[src/rtl/rf_wb_arbiter.sv]
// Round-robin arbiter sharing the register bank's single write port among NUM_REQ writeback sources.
// The winning write is registered and presented to the bank one cycle after acceptance.
module rf_wb_arbiter #(
    parameter int NUM_REQ = 3,
    parameter int CNT_W   = 16
) (
    input  logic                    i_clk,
    input  logic                    i_rst,
    input  logic                    i_hold,
    input  logic [NUM_REQ-1:0]      i_req_valid,
    input  logic [NUM_REQ*5-1:0]    i_req_rd,
    input  logic [NUM_REQ*32-1:0]   i_req_data,
    output logic [NUM_REQ-1:0]      o_req_ready,
    output logic [31:1]             o_addr_w,
    output logic [31:0]             o_wdata,
    output logic                    o_fwd_valid,
    output logic [4:0]              o_fwd_rd,
    output logic [CNT_W-1:0]        o_conflict_cnt
);

    localparam int RD_W   = 5;
    localparam int DATA_W = 32;
    localparam int PTR_W  = $clog2(NUM_REQ);

    localparam logic [PTR_W-1:0]   PTR_ONE  = PTR_W'(1);
    localparam logic [PTR_W-1:0]   LAST_IDX = PTR_W'(NUM_REQ - 32'sd1);
    localparam logic [NUM_REQ-1:0] REQ_ONE  = NUM_REQ'(1);
    localparam logic [CNT_W-1:0]   CNT_ONE  = CNT_W'(1);

    // Index of the lowest set bit; zero when the vector is empty.
    function automatic logic [PTR_W-1:0] lowest_idx(input logic [NUM_REQ-1:0] vec);
        logic [PTR_W-1:0] idx;
        idx = '0;
        for (int k = NUM_REQ - 1; k >= 0; k--) begin
            idx = vec[k] ? PTR_W'(k) : idx;
        end
        return idx;
    endfunction

    logic [PTR_W-1:0]    ptr_r;
    logic [NUM_REQ-1:0]  upper_mask_s;
    logic [NUM_REQ-1:0]  upper_valid_s;
    logic [PTR_W-1:0]    gnt_idx_s;
    logic                grant_en_s;
    logic                conflict_s;
    logic [RD_W-1:0]     rd_arr_s   [NUM_REQ];
    logic [DATA_W-1:0]   data_arr_s [NUM_REQ];
    logic [RD_W-1:0]     sel_rd_s;
    logic [DATA_W-1:0]   sel_data_s;
    logic [31:1]         dec_s;

    // Unpack the per-requester buses and mark requesters at or above the pointer.
    always_comb begin
        upper_mask_s = '0;
        for (int k = 0; k < NUM_REQ; k++) begin
            rd_arr_s[k]     = i_req_rd[k*RD_W +: RD_W];
            data_arr_s[k]   = i_req_data[k*DATA_W +: DATA_W];
            upper_mask_s[k] = (PTR_W'(k) >= ptr_r);
        end
    end

    // Rotating priority: first valid at/after ptr, otherwise wrap to the lowest valid.
    always_comb begin
        upper_valid_s = i_req_valid & upper_mask_s;
        grant_en_s    = (|i_req_valid) & ~i_hold & ~i_rst;
        if (|upper_valid_s) begin
            gnt_idx_s = lowest_idx(upper_valid_s);
        end else begin
            gnt_idx_s = lowest_idx(i_req_valid);
        end
    end

    // One-hot grant, suppressed while held, idle or in reset.
    always_comb begin
        if (grant_en_s) begin
            o_req_ready = REQ_ONE << gnt_idx_s;
        end else begin
            o_req_ready = '0;
        end
    end

    // Winner's payload and the decoded bank enable; x0 decodes to no enable.
    always_comb begin
        sel_rd_s   = rd_arr_s[gnt_idx_s];
        sel_data_s = data_arr_s[gnt_idx_s];
        dec_s      = '0;
        for (int b = 1; b < 32; b++) begin
            dec_s[b] = (sel_rd_s == RD_W'(b));
        end
    end

    // Two or more valid requests: clearing the lowest set bit leaves something behind.
    always_comb begin
        conflict_s = |(i_req_valid & (i_req_valid - REQ_ONE));
    end

    // Round-robin pointer moves just past the last winner.
    always_ff @(posedge i_clk or posedge i_rst) begin
        if (i_rst) begin
            ptr_r <= '0;
        end else if (grant_en_s) begin
            ptr_r <= (gnt_idx_s == LAST_IDX) ? '0 : gnt_idx_s + PTR_ONE;
        end else begin
            ptr_r <= ptr_r;
        end
    end

    // Write stage: payload holds across idle cycles, enables only pulse on a grant.
    always_ff @(posedge i_clk or posedge i_rst) begin
        if (i_rst) begin
            o_addr_w    <= '0;
            o_wdata     <= '0;
            o_fwd_valid <= 1'b0;
            o_fwd_rd    <= '0;
        end else if (grant_en_s) begin
            o_addr_w    <= dec_s;
            o_wdata     <= sel_data_s;
            o_fwd_valid <= |dec_s;
            o_fwd_rd    <= sel_rd_s;
        end else begin
            o_addr_w    <= '0;
            o_fwd_valid <= 1'b0;
        end
    end

    // Saturating count of contended cycles, counted whether or not the port is held.
    always_ff @(posedge i_clk or posedge i_rst) begin
        if (i_rst) begin
            o_conflict_cnt <= '0;
        end else if (conflict_s && (o_conflict_cnt != '1)) begin
            o_conflict_cnt <= o_conflict_cnt + CNT_ONE;
        end else begin
            o_conflict_cnt <= o_conflict_cnt;
        end
    end

    rf_wb_arbiter_chk #(
        .NUM_REQ (NUM_REQ)
    ) u_chk (
        .i_clk       (i_clk),
        .i_rst       (i_rst),
        .i_req_valid (i_req_valid),
        .i_req_ready (o_req_ready),
        .i_addr_w    (o_addr_w),
        .i_fwd_valid (o_fwd_valid)
    );

endmodule

// Protocol properties of the arbiter outputs.
module rf_wb_arbiter_chk #(
    parameter int NUM_REQ = 3
) (
    input logic                i_clk,
    input logic                i_rst,
    input logic [NUM_REQ-1:0]  i_req_valid,
    input logic [NUM_REQ-1:0]  i_req_ready,
    input logic [31:1]         i_addr_w,
    input logic                i_fwd_valid
);

    a_ready_onehot: assert property (@(posedge i_clk) disable iff (i_rst)
        $onehot0(i_req_ready));

    a_ready_needs_valid: assert property (@(posedge i_clk) disable iff (i_rst)
        (i_req_ready & ~i_req_valid) == '0);

    a_addr_onehot: assert property (@(posedge i_clk) disable iff (i_rst)
        $onehot0(i_addr_w));

    a_fwd_matches_addr: assert property (@(posedge i_clk) disable iff (i_rst)
        i_fwd_valid == (|i_addr_w));

endmodule

[config.mk]
export PLATFORM = sky130hd
export DESIGN_NAME = rf_wb_arbiter
export DESIGN_NICKNAME = d
export VERILOG_FILES = /design/src/rtl/rf_wb_arbiter.sv
export SDC_FILE = /design/constraint.sdc
export NUM_CORES = 1
export LEC_CHECK = 0
export CAP_MARGIN = 25
export CORE_MARGIN = 2
export CORE_UTILIZATION = 42
export DETAILED_ROUTE_END_ITERATION = 7
export GPL_ROUTABILITY_DRIVEN = 0
export HOLD_SLACK_MARGIN = 0.1
export PLACE_DENSITY = 0.93
export RECOVER_POWER = 25
export SYNTH_ARGS = -nofsm -noshare
export SYNTH_HDL_FRONTEND = slang
export SYNTH_SLANG_ARGS = --single-unit
export TNS_END_PERCENT = 50
[constraint.sdc]
create_clock -name i_clk -period 7.12 [get_ports i_clk]
set_clock_uncertainty 0.2 [all_clocks]
set_input_delay 1.424 -clock i_clk [delete_from_list [all_inputs] [get_ports i_clk]]
set_output_delay 1.424 -clock i_clk [all_outputs]
set_load 0.01 [all_outputs]
==> results of run 1 <==
## through the flow
| stage | util (%) | power [mW] | setup WS [ns] | hold WS, ns |
|---|---|---|---|---|
| 2_1_floorplan | - | 0.8230 | 2.909 | 0.3148 |
| 3_3_place_gp | 67.29 | 1.058 | 1.992 | 0.2617 |
| 3_5_place_dp | 67.29 | 1.079 | 1.953 | 0.2673 |
| 4_1_cts | 69.43 | 1.402 | 1.920 | 0.2892 |
| 5_1_grt | 69.70 | 1.469 | 1.738 | 0.3241 |
| 6_report | 69.70 | 1.397 | 1.924 | 0.2837 |
## power by group
| part | switching, mW | leakage [nW] | internal [mW] |
|---|---|---|---|
| clock | 0.188 | 0.0899 | 0.141 |
| combinational | 0.205 | 1.30 | 0.245 |
| sequential | 0.0571 | 1.15 | 0.562 |
| total | 0.449 | 2.54 | 0.947 |
## sequential cells by signal (all words and copies together), names as in the netlist
name,cells
o_conflict_cnt,16
o_addr_w,31
o_wdata,32
ptr_r,2
o_fwd_valid,1
o_fwd_rd,5
## worst paths after layout
kind,from,end,slack [ns]
worst max register to register,ptr_r[0],o_addr_w[21],4.27
worst max-delay path,i_req_valid[2],o_req_ready[0],1.92
worst min-delay path,o_wdata[10],o_wdata[10],0.28
worst min register to register,o_wdata[10],o_wdata[10],0.28
max in group asynchronous,i_rst,ptr_r[1],3.46
min in group asynchronous,i_rst,o_conflict_cnt[6],2.13
## placed cells by master (no fill, tap or decap), drive strengths merged, types with 2 or more instances in the layout
master	instances
xor2	7
a221o	2
nand3	5
or3	2
inv	4
buf	5
o31a	2
a21oi	3
a31oi	2
and3	5
clkbuf	11
and2	3
nor2	22
nand4	4
clkinvlp	3
a221oi	2
a21boi	2
dfrtp	87
a21o	2
nand2b	4
clkdlybuf4s50	203
or2	3
nand2	50
o2111ai	4
a222oi	34
nor3	19
o21ai	36
xnor2	8
## logic make-up after synthesis
| logic type | count (synthesis) |
|---|---|
| adder cells (fa/ha/maj) | 2 |
| multiplexers | 1 |
| AND/OR/NAND/NOR | 123 |
| buffers and inverters | 29 |
| flip-flops | 87 |
| AO/OA/AOI/OAI | 96 |
| XOR/XNOR | 15 |
## synth_stat cells, types with 2 or more instances
library cell   n
dfrtp_1       87
nand2_1       49
o21ai_0       36
a222oi_1      34
nor2_1        22
clkbuf_1      18
nor3_1        15
xnor2_1        8
xor2_1         7
buf_2          6
and3_1         5
nand3_1        5
nand2b_1       4
nand4_1        4
nor3_2         4
o2111ai_1      4
a21oi_1        3
and2_1         3
a21boi_1       2
a21o_1         2
a221o_1        2
a221oi_2       2
a31oi_1        2
buf_6          2
inv_1          2
o31a_1         2
or2_2          2
or3_1          2
## critical path: stages
cell             delay (ns)
clkdlybuf4s50_1        0.64
nor3_1                 0.10
nor3_1                 0.57
and2_1                 0.25
clkdlybuf4s50_1        0.59
## cell type report
cell class | instances | share of cell area [%]
Inverter | 2 | 0.1434
Sequential cell | 87 | 35.64
Clock buffer | 10 | 2.253
Multi-Input combinational cell | 237 | 24.50
Tap cell | 108 | 2.212
Clock inverter | 6 | 0.8193
Timing Repair Buffer | 210 | 34.43
## per-layer routing
layer / vias up / GRT usage (%)
met5: - / 0
met4: 0 / 7.271
met3: 17 / 4.708
met2: 177 / 42.41
met1: 1785 / 27.50
li1: 1711 / -
==> results.json, run 1 <==
{
  "grt_usage_pct": 23.24,
  "cp.arrival_ns": 3.57,
  "rsz0062_at_grt": "no",
  "ys_seq_area_share_pct": 57.24,
  "hpwl_um": 8802,
  "chipWidth_um": 99.17,
  "io_pins": 205,
  "detailedRoute.firstPassIterationCount": 8,
  "nFillCells": 654,
  "port_buffers": 204,
  "synth_compound_area_share_pct": 19.41,
  "grt_pass1_vias": 3685,
  "setup_viol": 0,
  "synth_area_um2": 3804,
  "async_flop_share_pct": 100.0,
  "grt_antenna_before_repair": 0,
  "final_layout_size_suffix_gt1_share_pct": 5.978,
  "layout_worst_path_cycle_share_pct": 72.98,
  "grt_overflow": 0,
  "met1_length_um": 4384,
  "post_cts_buffers": 0,
  "yosys-mux-area-fraction_pct": 0.2961,
  "yosys.area_share.adder_pct": 0.5921,
  "fmax_ghz": 0.1925,
  "multi_input_area_um2": 1496,
  "worstSetupPathType": "in2out",
  "area_growth_pct": 60.59,
  "cts_resized": 0,
  "dr_wl_met2_um": 6229,
  "critPathRequiredTime_ns": 5.50,
  "maxCapViolations": 1,
  "crit_fanout": 9,
  "cts_sinks": 87,
  "viasPerCell": 5.591,
  "cts_made_buffers": 9,
  "synth.top_cell.area_share_pct": 57.24,
  "clk_latency_ns": 0.35,
  "post-place-cells": 643,
  "drt_iter0_drc": 207,
  "ff2ff_path_depth": 5,
  "clk_pin_slew_ns": 0.09,
  "start_util_pct": 43.40,
  "ant_nets": 0,
  "final_max_slew_viol_count": 35,
  "hp-class": "reg2reg",
  "yosys.area.top_type": "dfrtp_1",
  "clockRootBuffer": "clkbuf_8",
  "placed_area_um2": 5897,
  "violations": "max-capacitance violations, max-slew violations",
  "synthCells": 353,
  "vias": 3690,
  "cts_hold_buf": 0,
  "drc_errors": 0,
  "max-slew-margin-rel_pct": -30.84,
  "dieHeight_um": 99.17,
  "h-tree-depth": 3,
  "period_needed_ns": 5.196,
  "yosysWarnings": 0,
  "syn_nets": 471,
  "syn_area_per_cell_um2": 10.78,
  "synth-xor-area-share_pct": 3.454,
  "ir_drop_mv": 0.09431,
  "synthSimpleGateAreaFrac_pct": 15.56,
  "seqCellArea_um2": 2177,
  "dieArea_um2": 9834,
  "synth_top_family_by_area": "compound AO/OA/AOI/OAI gates",
  "power.density_nw_per_um2": 228.6,
  "cp-start-kind": "input port",
  "top_layer": "met4",
  "final_cells": 660,
  "grt_pass1_wl_um": 17890,
  "synth_area_leaders": "dfrtp_1 57%, a222oi_1 8.9%, nand2_1 4.8%",
  "insertedDiodeCount": 0,
  "synth-edff-count": 0,
  "design_area_um2": 6108,
  "tritoncts": "done",
  "ys_ff_latch": 87,
  "rows": 34,
  "worstHoldPathCells": 2,
  "p_leak_nw": 2.536,
  "cp-end-kind": "output pin",
  "clockBufferDepth": 2,
  "post_drt_wl_per_cell_um": 17.65,
  "status": "finished, violations left",
  "synth_ff_type": "dfrtp_1",
  "hold_violations": 0,
  "totalWireLength_um": 11650,
  "worstMarginPinSlew_ns": 1.963,
  "tns_ns": 0,
  "grt_max_degree": 88,
  "fp.coreArea_um2": 8763,
  "met3_length_um": 838,
  "yosysUniqueCellTypes": 47,
  "nets": 665
}
Note: power is estimated with default switching activity, not from simulation.
==> run 2: changes to the inputs <==
--- a/config.mk
+++ b/config.mk
@@ -7,11 +7,11 @@
 export LEC_CHECK = 0
 export CAP_MARGIN = 25
 export CORE_MARGIN = 2
-export CORE_UTILIZATION = 42
+export CORE_UTILIZATION = 35
 export DETAILED_ROUTE_END_ITERATION = 7
 export GPL_ROUTABILITY_DRIVEN = 0
 export HOLD_SLACK_MARGIN = 0.1
-export PLACE_DENSITY = 0.93
+export PLACE_DENSITY = 0.83
 export RECOVER_POWER = 25
 export SYNTH_ARGS = -nofsm -noshare
 export SYNTH_HDL_FRONTEND = slang
==> constraint.sdc (replaced) <==
create_clock -name i_clk -period 4.7 [get_ports i_clk]
set_clock_uncertainty 0.2 [all_clocks]
set_input_delay 0.94 -clock i_clk [delete_from_list [all_inputs] [get_ports i_clk]]
set_output_delay 0.94 -clock i_clk [all_outputs]
set_load 0.01 [all_outputs]
==> run 2 against run 1 <==
Effect of this change:
- the flow now finishes without violations
- clock power up 50%
- power up 51%
- register-to-register slack worse by 2.3 ns
- critical path depth unchanged
- first-iteration DRC count up 34%
- die area up 19%
- sequential power up 52%
- final cell count up 5.0%
- final area up 0.76%
- critical path type unchanged
==> results.json, run 2 (synthesized netlist as in run 1, its figures left out) <==
{
  "status": "complete, no violations",
  "multi_input_area_um2": 1496,
  "post_drt_wl_per_cell_um": 16.12,
  "worstMarginPinSlew_ns": 1.396,
  "cts_made_buffers": 9,
  "totalWireLength_um": 11170,
  "hold_violations": 0,
  "viasPerCell": 5.215,
  "critPathRequiredTime_ns": 3.56,
  "rr_startpoint": "ptr_r[0]",
  "dieArea_um2": 11720,
  "placed_area_um2": 5944,
  "final_common_cell": "clkdlybuf4s50_1",
  "min_to": "o_wdata[3]",
  "insertedDiodeCount": 0,
  "start_util_pct": 35.56,
  "clockBufferDepth": 2,
  "grt_max_degree": 77,
  "worstSetupPathType": "in2out",
  "rsz0062_at_grt": "no",
  "io_pins": 205,
  "grt_pass1_wl_um": 17220,
  "ant_nets": 0,
  "tritoncts": "done",
  "clockRootBuffer": "clkbuf_8",
  "cts_hold_buf": 0,
  "ir_drop_mv": 0.1401,
  "detailedRoute.firstPassIterationCount": 7,
  "r2r_setup_slack_ns": 1.93,
  "hp-class": "reg2reg",
  "h-tree-depth": 3,
  "p_leak_nw": 2.538,
  "crit_fanout": 9,
  "nFillCells": 925,
  "grt_antenna_before_repair": 0,
  "hpwl_um": 8379,
  "total_power_mw": 2.109,
  "dieHeight_um": 108.2,
  "design_area_um2": 6155,
  "cts_sinks": 87,
  "tns_ns": 0,
  "cp-start-kind": "input port",
  "grt_usage_pct": 19.04,
  "regMostFlops": "o_wdata",
  "period_needed_ns": 3.945,
  "clk_latency_ns": 0.35,
  "rr_endpoint": "o_addr_w[23]",
  "setup_viol": 0,
  "drt_iter0_drc": 277,
  "max-slew-margin-rel_pct": 6.939,
  "vias": 3614,
  "final_layout_size_suffix_gt1_share_pct": 6.148,
  "drc_errors": 0,
  "clk_pin_slew_ns": 0.09,
  "area_growth_pct": 61.81,
  "fp.coreArea_um2": 10700,
  "maxCapViolations": 0,
  "power.density_nw_per_um2": 342.7,
  "worstHoldPathCells": 2,
  "cts_resized": 0,
  "ff2ff_path_depth": 6,
  "post_cts_buffers": 0,
  "layout_common_cells": "203 x clkdlybuf4s50_1, 87 x dfrtp_1, 49 x nand2_1",
  "grt_overflow": 0,
  "largestRegisters": "o_wdata x32, o_addr_w x31, o_conflict_cnt x16",
  "grt_pass1_vias": 3573,
  "largest_reg_flops": 32,
  "port_buffers": 204,
  "fmax_ghz": 0.2535,
  "nets": 666,
  "layout_worst_path_cycle_share_pct": 83.93,
  "seqCellArea_um2": 2177,
  "chipWidth_um": 108.2,
  "min-delay-start": "o_wdata[3]",
  "rows": 38,
  "final_max_slew_viol_count": 0,
  "cp.arrival_ns": 2.80,
  "cp-end-kind": "output pin"
}
[run 2: changes by cell type in the layout (fill, tap and decap cells not counted)]
| cell | delta |
|---|---|
| buf_4 | +1 |
| clkbuf_8 | -1 |
| inv_8 | +2 |
| clkinvlp_4 | +1 |
| inv_6 | -1 |
| clkinv_4 | -1 |
[run 2: worst max-delay path by stage]
stage                          end  slack (ns)  cells past startpoint      startpoint
CTS                 o_req_ready[2]        0.75                      5  i_req_valid[2]
finish              o_req_ready[2]        0.76                      5  i_req_valid[2]
detailed placement  o_req_ready[2]        0.76                      5  i_req_valid[2]
floorplan             o_addr_w[10]        1.31                      1           i_rst
global placement    o_req_ready[2]        0.76                      5  i_req_valid[2]
global route        o_req_ready[2]        0.66                      5  i_req_valid[2]
[run 2: where the power goes]
part | leakage (nW) | total, mW | switching, mW | internal (mW)
clock network | 0.0863 | 0.493 | 0.290 | 0.203
logic | 1.30 | 0.678 | 0.307 | 0.372
registers | 1.15 | 0.938 | 0.0868 | 0.851
total | 2.54 | 2.11 | 0.683 | 1.43
[run 2: worst max-delay path: stages]
cell,delay [ns]
clkdlybuf4s50_1,0.64
nor3_1,0.09
or3_2,0.43
nor2_1,0.11
clkdlybuf4s50_1,0.59
[run 2: stage by stage]
| stage | hold slack (ns) | util, % | setup WS [ns] | std cells |
|---|---|---|---|---|
| after CTS | 0.2937 | 57.31 | 0.7518 | 692 |
| after detailed placement | 0.2701 | 55.57 | 0.7608 | 676 |
| after global placement | 0.2611 | 55.57 | 0.7569 | 676 |
| final | 0.2864 | 57.53 | 0.7553 | 693 |
| after global routing | 0.3043 | 57.53 | 0.6555 | 693 |
| after floorplan | 0.3148 | - | 1.310 | 353 |
[run 2: final cells by class]
type                    count  share of cell area [%]
repair buffers            211                   34.30
clock inverters             7                   1.016
inverters                   2                  0.1423
clock buffers               9                   2.013
multi-input cells         237                   24.31
flip-flops and latches     87                   35.37
well taps                 140                   2.846
[run 2: layer usage]
layer / GRT usage (%) / routed length [um] / up-vias
met5: 0 / 0 / -
met4: 6.227 / 129 / 0
met3: 4.882 / 951 / 7
met2: 33.78 / 5685 / 170
met1: 22.49 / 4406 / 1729
li1: - / - / 1708
==> run 3: changes to the inputs <==
==> constraint.sdc (replaced) <==
create_clock -name i_clk -period 3.3 [get_ports i_clk]
set_clock_uncertainty 0.2 [all_clocks]
set_input_delay 0.66 -clock i_clk [delete_from_list [all_inputs] [get_ports i_clk]]
set_output_delay 0.66 -clock i_clk [all_outputs]
set_load 0.01 [all_outputs]
==> run 3 against run 2 <==
Effect of this change:
- final area grew 1.4%
- final cell count grew 1.6%
- power grew 45%
==> results.json, run 3 (synthesized netlist as in run 1, its figures left out) <==
{
  "regMostFlops": "o_wdata",
  "post-place-cells": 688,
  "met1_usage_pct": 23.30,
  "hp-class": "reg2reg",
  "critPathRequiredTime_ns": 2.44,
  "slowest_delay_ns": 0.56,
  "port_buffers": 204,
  "ant_nets": 0,
  "area_growth_pct": 64.08,
  "cp-end-kind": "output pin",
  "grt_pass1_vias": 3676,
  "final_common_cell": "clkdlybuf4s50_1",
  "final_max_slew_viol_count": 0,
  "met3_usage_pct": 5.485,
  "dieArea_um2": 11720,
  "cp-start-kind": "input port",
  "status": "complete, no violations",
  "drc_errors": 0,
  "insertedDiodeCount": 0,
  "clockBufferDepth": 2,
  "clk_latency_ns": 0.36,
  "ir_drop_mv": 0.2243,
  "drt_iter0_drc": 269,
  "cts_hold_buf": 0,
  "period_needed_ns": 3.247,
  "globalRoute.busiestLayer": "met2",
  "start_util_pct": 35.56,
  "hold_violations": 0,
  "chipWidth_um": 108.2,
  "fp.coreArea_um2": 10700,
  "final_cells": 704,
  "crit_fanout": 2,
  "hold_ws_ns": 0.2861,
  "seqCellArea_um2": 2177,
  "rows": 38,
  "dieHeight_um": 108.2,
  "vias": 3686,
  "worstSetupPathType": "in2out",
  "h-tree-depth": 3,
  "grt_use_met2_pct": 34.28,
  "largest_reg_flops": 32,
  "cp.arrival_ns": 2.39,
  "hpwl_um": 8554,
  "layout_worst_path_cycle_share_pct": 98.40,
  "maxCapViolations": 0,
  "worstMarginPinSlew_ns": 1.031,
  "cpMostUsedCell": "clkdlybuf4s50_1",
  "max-slew-margin-rel_pct": 30.88,
  "largestRegisters": "o_wdata x32, o_addr_w x31, o_conflict_cnt x16",
  "viasPerCell": 5.236,
  "multi_input_area_um2": 1509,
  "clockRootBuffer": "clkbuf_8",
  "design_area_um2": 6241,
  "grt_antenna_before_repair": 0,
  "grt_max_degree": 77,
  "power.density_nw_per_um2": 491.3,
  "fmax_ghz": 0.3080,
  "final_layout_size_suffix_gt1_share_pct": 8.511,
  "detailedRoute.firstPassIterationCount": 8,
  "nFillCells": 902,
  "critPathBufInv": 2,
  "io_pins": 205,
  "cts_sinks": 87,
  "cp_slowest_cell": "clkdlybuf4s50_1",
  "post_drt_wl_per_cell_um": 16.09,
  "fin_util_pct": 58.34,
  "path_cells": "clkdlybuf4s50_1, nor3_1, or3_2, nor2_2, clkdlybuf4s50_1",
  "placed_area_um2": 6047,
  "clk_pin_slew_ns": 0.09,
  "nets": 677,
  "p_leak_nw": 2.617,
  "cts_made_buffers": 9,
  "grt_overflow": 0,
  "rsz0062_at_grt": "no",
  "tritoncts": "done",
  "setup_viol": 0,
  "grt_usage_pct": 19.45,
  "totalWireLength_um": 11330,
  "cpLargestDelayFamily": "buffers and inverters",
  "layout_common_cells": "203 x clkdlybuf4s50_1, 87 x dfrtp_1, 49 x nand2_1",
  "grt_pass1_wl_um": 17780
}
run 3: cell types whose count changed in the layout (fill, tap and decap cells not counted), sizes merged:
cell / change
clkinv: +3
buf: +9
clkbuf: +2
dlymetal6s2s: +1
clkinvlp: -3
dlygate4sd3: -1
run 3: metal layers:
metal	vias up	part of all wire [%]
met5	-	0
met4	0	0.90
met3	9	8.4
met2	175	51
met1	1768	40
li1	1734	-
run 3: cell type report:
cell class / count / area share [%]
clock inverter: 7 / 1.223
sequential: 87 / 34.88
multi-input combinational: 237 / 24.18
inverter: 2 / 0.1403
tap: 140 / 2.807
clock buffer: 9 / 1.985
timing repair buffer: 222 / 34.78
run 3: stage by stage:
step,setup TNS (ns),setup WS (ns),power [mW]
2_1_floorplan,0,0.1898,1.776
3_3_place_gp,-0.001176,-0.001176,2.309
3_5_place_dp,0,0.005133,2.347
4_1_cts,0,0.02629,3.089
5_1_grt,0,0.002711,3.239
6_report,0,0.05293,3.066
run 3: repair_timing:
action / in CTS / in global routing
gates cloned: 0 / 0
setup endpoints to repair: 1 / 3
setup buffers: 0 / 0
gates resized for setup: 1 / 3
endpoints found under the hold margin: 0 / 0
run 3: report_power, final:
part	total (mW)	switching [mW]	internal (mW)
clock	0.746	0.445	0.301
sequential	1.34	0.126	1.21
combinational	0.982	0.439	0.543
total	3.07	1.01	2.06
run 3: worst reg2reg max path, delay by kind of cell, from the launching register on:
kind            cells  cell delay, ns
compound gates      2            0.64
simple gates        3            0.61
buf+inv             2            0.46
flops               1            0.46
run 3: final timing paths:
kind,startpoint,to,depth (start not counted),slack [ns]
worst min-delay path,o_wdata[25],o_wdata[25],2,0.29
min in group asynchronous,i_rst,o_fwd_rd[0],3,0.73
worst max-delay path,i_req_valid[1],o_req_ready[2],5,0.05
max in group asynchronous,i_rst,o_wdata[27],4,0.73
worst min register to register,o_wdata[25],o_wdata[25],2,0.29
worst max register to register,ptr_r[0],o_addr_w[7],7,0.81
